<file path="src/rtl/sprite_draw.sv">
// sprite_draw: Dxyn / 00E0 framebuffer engine. Fetches sprite bytes from RAM,
// XORs them into a byte-addressed monochrome framebuffer with wrap in both
// axes, and reports the collision flag for VF.
module sprite_draw #(
  parameter int FB_W = 64,
  parameter int FB_H = 32
) (
  input  logic        clk,
  input  logic        rst_n,
  input  logic        start,
  input  logic        clear,
  input  logic [7:0]  vx_in,
  input  logic [7:0]  vy_in,
  input  logic [3:0]  n_in,
  input  logic [15:0] i_in,
  output logic        mem_rd,
  output logic [11:0] mem_addr,
  input  logic [7:0]  mem_data,
  output logic        fb_rd,
  output logic        fb_we,
  output logic [7:0]  fb_addr,
  input  logic [7:0]  fb_rdata,
  output logic [7:0]  fb_wdata,
  output logic        busy,
  output logic        done,
  output logic [7:0]  collision
);

  localparam int X_W  = $clog2(FB_W);
  localparam int Y_W  = $clog2(FB_H);
  localparam int CB_W = X_W - 3;

  typedef enum logic [2:0] {IDLE, FETCH, RD_L, WR_L, RD_R, WR_R, CLR, DONE} state_t;

  state_t            state;
  logic [X_W-1:0]    x_reg;
  logic [Y_W-1:0]    y_reg;
  logic [3:0]        n_reg;
  logic [3:0]        row_reg;
  logic [11:0]       i_reg;
  logic [7:0]        s_reg;
  logic              coll_reg;

  logic [2:0]        off;
  logic [CB_W-1:0]   cb;
  logic [CB_W-1:0]   cb_r;
  logic [Y_W-1:0]    ty;
  logic [15:0]       shifted;
  logic [7:0]        mask_l;
  logic [7:0]        mask_r;
  logic [7:0]        wr_mask;
  logic              wr_state;
  logic              hit;
  logic              last_row;
  logic [7:0]        addr_l;
  logic [7:0]        addr_r;

  // Coordinate bits above the framebuffer size and address bits above 4K are
  // dropped by the modulo wrap; gathered here so they are visibly discarded.
  logic unused_bits;
  assign unused_bits = ^{vx_in[7:X_W], vy_in[7:Y_W], i_in[15:12]};

  assign off      = x_reg[2:0];
  assign cb       = x_reg[X_W-1:3];
  assign cb_r     = cb + 1'b1;                 // wraps to column byte 0
  assign ty       = y_reg + Y_W'(row_reg);     // wraps to row 0
  // One shift yields both halves: upper byte lands at cb, lower at cb+1.
  assign shifted  = {s_reg, 8'h00} >> off;
  assign mask_l   = shifted[15:8];
  assign mask_r   = shifted[7:0];
  assign addr_l   = 8'({ty, cb});
  assign addr_r   = 8'({ty, cb_r});
  assign last_row = (row_reg + 4'd1 == n_reg);

  assign wr_state = (state == WR_L) || (state == WR_R);
  assign wr_mask  = (state == WR_R) ? mask_r : mask_l;
  assign hit      = |(fb_rdata & wr_mask);
  // Read data only arrives in the write cycle, so write data is formed here.
  assign fb_wdata  = wr_state ? (fb_rdata ^ wr_mask) : 8'h00;
  assign collision = {7'b0, coll_reg};

  // Control FSM; strobes and addresses are registered on entry to each state.
  always_ff @(posedge clk or negedge rst_n) begin
    if (!rst_n) begin
      state    <= IDLE;
      x_reg    <= '0;
      y_reg    <= '0;
      n_reg    <= '0;
      row_reg  <= '0;
      i_reg    <= '0;
      s_reg    <= '0;
      coll_reg <= 1'b0;
      mem_rd   <= 1'b0;
      mem_addr <= '0;
      fb_rd    <= 1'b0;
      fb_we    <= 1'b0;
      fb_addr  <= '0;
      busy     <= 1'b0;
      done     <= 1'b0;
    end else begin
      mem_rd <= 1'b0;
      fb_rd  <= 1'b0;
      fb_we  <= 1'b0;
      done   <= 1'b0;
      case (state)
        IDLE: begin
          if (clear) begin
            busy     <= 1'b1;
            coll_reg <= 1'b0;
            fb_we    <= 1'b1;
            fb_addr  <= 8'h00;
            state    <= CLR;
          end else if (start) begin
            busy     <= 1'b1;
            coll_reg <= 1'b0;
            x_reg    <= vx_in[X_W-1:0];
            y_reg    <= vy_in[Y_W-1:0];
            n_reg    <= n_in;
            i_reg    <= i_in[11:0];
            row_reg  <= 4'd0;
            if (n_in != 4'd0) begin
              mem_rd   <= 1'b1;
              mem_addr <= i_in[11:0];
              state    <= FETCH;
            end else begin
              done  <= 1'b1;
              state <= DONE;
            end
          end
        end
        FETCH: begin
          fb_rd   <= 1'b1;
          fb_addr <= addr_l;
          state   <= RD_L;
        end
        RD_L: begin
          s_reg <= mem_data;
          fb_we <= 1'b1;
          state <= WR_L;
        end
        RD_R: begin
          fb_we <= 1'b1;
          state <= WR_R;
        end
        WR_L, WR_R: begin
          coll_reg <= coll_reg | hit;
          if (state == WR_L && off != 3'd0) begin
            fb_rd   <= 1'b1;
            fb_addr <= addr_r;
            state   <= RD_R;
          end else if (last_row) begin
            done  <= 1'b1;
            state <= DONE;
          end else begin
            row_reg  <= row_reg + 4'd1;
            mem_rd   <= 1'b1;
            mem_addr <= i_reg + 12'(row_reg) + 12'd1;
            state    <= FETCH;
          end
        end
        CLR: begin
          if (fb_addr == 8'hFF) begin
            done  <= 1'b1;
            state <= DONE;
          end else begin
            fb_we   <= 1'b1;
            fb_addr <= fb_addr + 8'd1;
          end
        end
        DONE: begin
          busy  <= 1'b0;
          state <= IDLE;
        end
        default: state <= IDLE;
      endcase
    end
  end

endmodule

</file>
<file path="config.mk">
export PLATFORM = sky130hd
export DESIGN_NAME = sprite_draw
export DESIGN_NICKNAME = d
export VERILOG_FILES = /design/src/rtl/sprite_draw.sv
export SDC_FILE = /design/constraint.sdc
export NUM_CORES = 1
export LEC_CHECK = 0
export ABC_CLOCK_PERIOD_IN_PS = 4100
export CORE_ASPECT_RATIO = 1.5
export CORE_MARGIN = 1
export CORE_UTILIZATION = 55
export CTS_CLUSTER_SIZE = 10
export DETAILED_ROUTE_END_ITERATION = 12
export DONT_BUFFER_PORTS = 1
export GPL_TIMING_DRIVEN = 0
export PLACE_DENSITY = 0.75
export SKIP_LAST_GASP = 1
export SLEW_MARGIN = 40
export SYNTH_ARGS = -nofsm -noshare
export SYNTH_HDL_FRONTEND = slang
export SYNTH_SLANG_ARGS = --single-unit
</file>
<file path="constraint.sdc">
create_clock -name clk -period 4.1 [get_ports clk]
set_input_delay 0.82 -clock clk [delete_from_list [all_inputs] [get_ports clk]]
set_output_delay 0.82 -clock clk [all_outputs]
set_load 0.01 [all_outputs]
</file>
==> summary.json <==
{
  "port_buffers": {"value": 0},
  "synth_xor_area_share": {"value": 4.577, "unit": "%"},
  "boundaryPins": {"value": 97},
  "maximum_number_of_pins_on_one_net_before_global_route_repair": {"value": 69},
  "largest_fanout_on_the_critical_path": {"value": 7},
  "grt_pass1_wl": {"value": 15330, "unit": "µm"},
  "timing_worst_slew_pin_value": {"value": 0.8100, "unit": "ns"},
  "netlist_area": {"value": 4155, "unit": "µm²"},
  "fillers": {"value": 625},
  "vias": {"value": 3226},
  "post_cts.resized_instances": {"value": 0},
  "synthToLayoutAreaGrowth": {"value": 8.130, "unit": "%"},
  "worstSkewPairLatency": {"value": 0.36, "unit": "ns"},
  "yosys-top-cells-area": {"value": "sky130_fd_sc_hd__dfrtp_1 (41%), sky130_fd_sc_hd__mux2_2 (11%), sky130_fd_sc_hd__ha_1 (5.7%)"},
  "antennaDiodeCount": {"value": 0},
  "cts_max_level": {"value": 3},
  "timing.final.crit_share": {"value": 83.44, "unit": "%"},
  "synth_mux_area_share": {"value": 12.74, "unit": "%"},
  "die_w": {"value": 72.97, "unit": "µm"},
  "timing.final.setup_violations": {"value": 0},
  "vdd.ir_drop.worst": {"value": 0.0004537, "unit": "V"},
  "start_kind": {"value": "register"},
  "postSynth.asyncResetShare": {"value": 100.0, "unit": "%"},
  "drt_first_iter_violations": {"value": 218},
  "synth-simple-area-share": {"value": 15.06, "unit": "%"},
  "fin_setup_tns": {"value": 0, "unit": "ns"},
  "worst_ep_required_time": {"value": 3.28, "unit": "ns"},
  "global_route.usage.total": {"value": 25.66, "unit": "%"},
  "syn_inst": {"value": 422},
  "die_height": {"value": 108.5, "unit": "µm"},
  "stdcell_area": {"value": 4493, "unit": "µm²"},
  "r2r_end": {"value": "coll_reg"},
  "hold_viol_final": {"value": 0},
  "maxClockFrequency": {"value": 292.3, "unit": "MHz"},
  "synth-compound-area-share": {"value": 14.91, "unit": "%"},
  "ys_dominant_reg_cell": {"value": "sky130_fd_sc_hd__dfrtp_1"},
  "synth_adder_area_share": {"value": 6.685, "unit": "%"},
  "drt_first_pass_iters": {"value": 5},
  "placement.cell_area": {"value": 4303, "unit": "µm²"},
  "p_leak": {"value": 1.998, "unit": "nW"},
  "cts_inserted_buffers": {"value": 9},
  "timing.slew.headroom": {"value": 45.50, "unit": "%"},
  "cts-root-to-sink-buffers": {"value": 2},
  "gp_congestion": {"value": 0.8508},
  "layout-drive-gt1-share": {"value": 18.10, "unit": "%"},
  "worstReg2RegStart": {"value": "state[2]"},
  "rsz0062_at_grt": {"value": "false"},
  "final_period_minus_worst_setup_slack": {"value": 3.421, "unit": "ns"},
  "synth_sequential_area_ratio": {"value": 40.95, "unit": "%"},
  "ys_seq_elements": {"value": 68},
  "num_rows": {"value": 38},
  "drt.antenna.violating_nets": {"value": 0},
  "initial_core_util": {"value": 57.12, "unit": "%"},
  "skew": {"value": 0.01003, "unit": "ns"},
  "reg2reg_slack": {"value": 1.48, "unit": "ns"},
  "pins_over_slew_limit": {"value": 0},
  "routed_wl": {"value": 9321, "unit": "µm"},
  "yosys.cell_types.count": {"value": 57},
  "antenna_found_initial": {"value": 0},
  "clkSlewWorstSetupHoldPaths": {"value": 0.07, "unit": "ns"},
  "drt-vias-per-instance": {"value": 5.952},
  "endpoint_kind": {"value": "output pin"},
  "core_area": {"value": 7274, "unit": "µm²"},
  "post-cts-setup-buffer-count": {"value": 0},
  "die-area": {"value": 7914, "unit": "µm²"},
  "dominant_combinational_cell_family_by_area_after_synthesis": {"value": "simple AND/OR/NAND/NOR gates"},
  "cts.hold.buffers_added": {"value": 0},
  "powerDensity": {"value": 905.8, "unit": "nW/µm²"},
  "worstHoldPathType": {"value": "in2async"},
  "drc": {"value": 0},
  "first_global_vias": {"value": 3234},
  "outcome": {"value": "finished, final reports clean"},
  "tritoncts": {"value": "built"},
  "worstRegToRegCells": {"value": 12},
  "dpl_wire_length": {"value": 6927, "unit": "µm"},
  "cts_root_buffer": {"value": "sky130_fd_sc_hd__clkbuf_8"},
  "commonest_non_fill_non_tap_cells_in_the_layout": {"value": "sky130_fd_sc_hd__dfrtp_1 (68), sky130_fd_sc_hd__mux2_2 (39), sky130_fd_sc_hd__nor2_1 (37), sky130_fd_sc_hd__nand2_1 (34), sky130_fd_sc_hd__o21ai_0 (25)"},
  "synth_area_per_cell": {"value": 9.847, "unit": "µm²"},
  "cts_num_sinks": {"value": 68},
  "final_common_cell": {"value": "sky130_fd_sc_hd__dfrtp_1"},
  "gr-total-overflow": {"value": 0},
  "seq_area": {"value": 1702, "unit": "µm²"},
  "multiInputGateArea": {"value": 2268, "unit": "µm²"},
  "nNetsFinal": {"value": 516},
  "critPathKind": {"value": "reg2out"},
  "final_core_util": {"value": 61.76, "unit": "%"},
  "max_cap_viol_count": {"value": 0},
  "synth.yosys.warnings": {"value": 0},
  "critPathArrivalTime": {"value": 2.60, "unit": "ns"},
  "synth-edff-count": {"value": 0},
  "cell_accounting_for_the_most_synthesized_area": {"value": "sky130_fd_sc_hd__dfrtp_1"},
  "wl_per_cell": {"value": 17.20, "unit": "µm"},
  "synth_top_cell_area_share": {"value": 40.95, "unit": "%"}
}
cells by family after synthesis:
logic type,after synthesis
other,1
adders and majority gates,21
AOI/OAI and AO/OA,96
muxes,48
DFF,68
xor gates and xnor gates,20
buffers and inverters,40
and+or+nand+nor,128
metrics by stage:
step	cells	total power [W]	setup slack [ns]	hold slack [ns]
after CTS	542	0.004061	0.6924	0.1436
after global placement	528	0.003428	1.167	0.4905
after global routing	542	0.004411	0.4323	0.1436
after detailed placement	528	0.003513	1.083	0.4949
after floorplan	428	0.003022	1.422	0.4613
final	542	0.004070	0.6788	0.1526
synthesized netlist by cell type, drive strengths merged, types with 9 or more instances:
cell type and number:
mux2i 9, nand3 9, and2 11, inv 12, ha 19, nor3 9, buf 16, mux2 39
a21oi 20, nor2 37, xnor2 9, xor2 10, clkbuf 11, nand2b 11, nand2 34, o21ai 28
dfrtp 68, o22ai 11
worst max-delay path: stages, from the launching register on:
cell and delay, ns:
sky130_fd_sc_hd__dfrtp_1 0.36, sky130_fd_sc_hd__buf_2 0.16, sky130_fd_sc_hd__nor2b_2 0.26, sky130_fd_sc_hd__and2_1 0.17, sky130_fd_sc_hd__clkbuf_1 0.26, sky130_fd_sc_hd__nand3_1 0.11
sky130_fd_sc_hd__o21ai_0 0.12, sky130_fd_sc_hd__a21oi_1 0.14, sky130_fd_sc_hd__o22ai_1 0.23, sky130_fd_sc_hd__ha_1 0.26, sky130_fd_sc_hd__and2_1 0.17
power breakdown:
part           total, W  internal [W]  switching, W
clock          0.000542      0.000306      0.000236
sequential      0.00134       0.00101      0.000335
combinational   0.00219       0.00100       0.00119
total           0.00407       0.00231       0.00176
how the worst max path moves through the flow:
stage	start	end	slack (ns)	cells after the start
2_1_floorplan	state[1]	fb_wdata[3]	1.42	10
3_3_place_gp	state[1]	fb_wdata[5]	1.17	10
3_5_place_dp	state[1]	fb_wdata[1]	1.08	10
4_1_cts	state[1]	fb_wdata[1]	0.69	10
5_1_grt	state[1]	fb_wdata[7]	0.43	10
6_report	state[1]	fb_wdata[1]	0.68	10
layout make-up:
class | count | share of cell area [%]
plain buffers | 27 | 3.537
multi-input cells | 320 | 50.49
clock buffers | 12 | 3.453
well taps | 100 | 2.785
clock inverters | 2 | 0.7797
inverters | 13 | 1.086
flip-flops and latches | 68 | 37.87
metal layers:
layer | vias to the layer above | part of all wire [%] | global-route usage (%)
li1 | 1526 | - | -
met1 | 1537 | 39 | 28.91
met2 | 139 | 51 | 44.53
met3 | 24 | 7.0 | 5.778
met4 | 0 | 2.9 | 13.59
met5 | - | 0 | 0
Power figures use the tool's default switching activity.
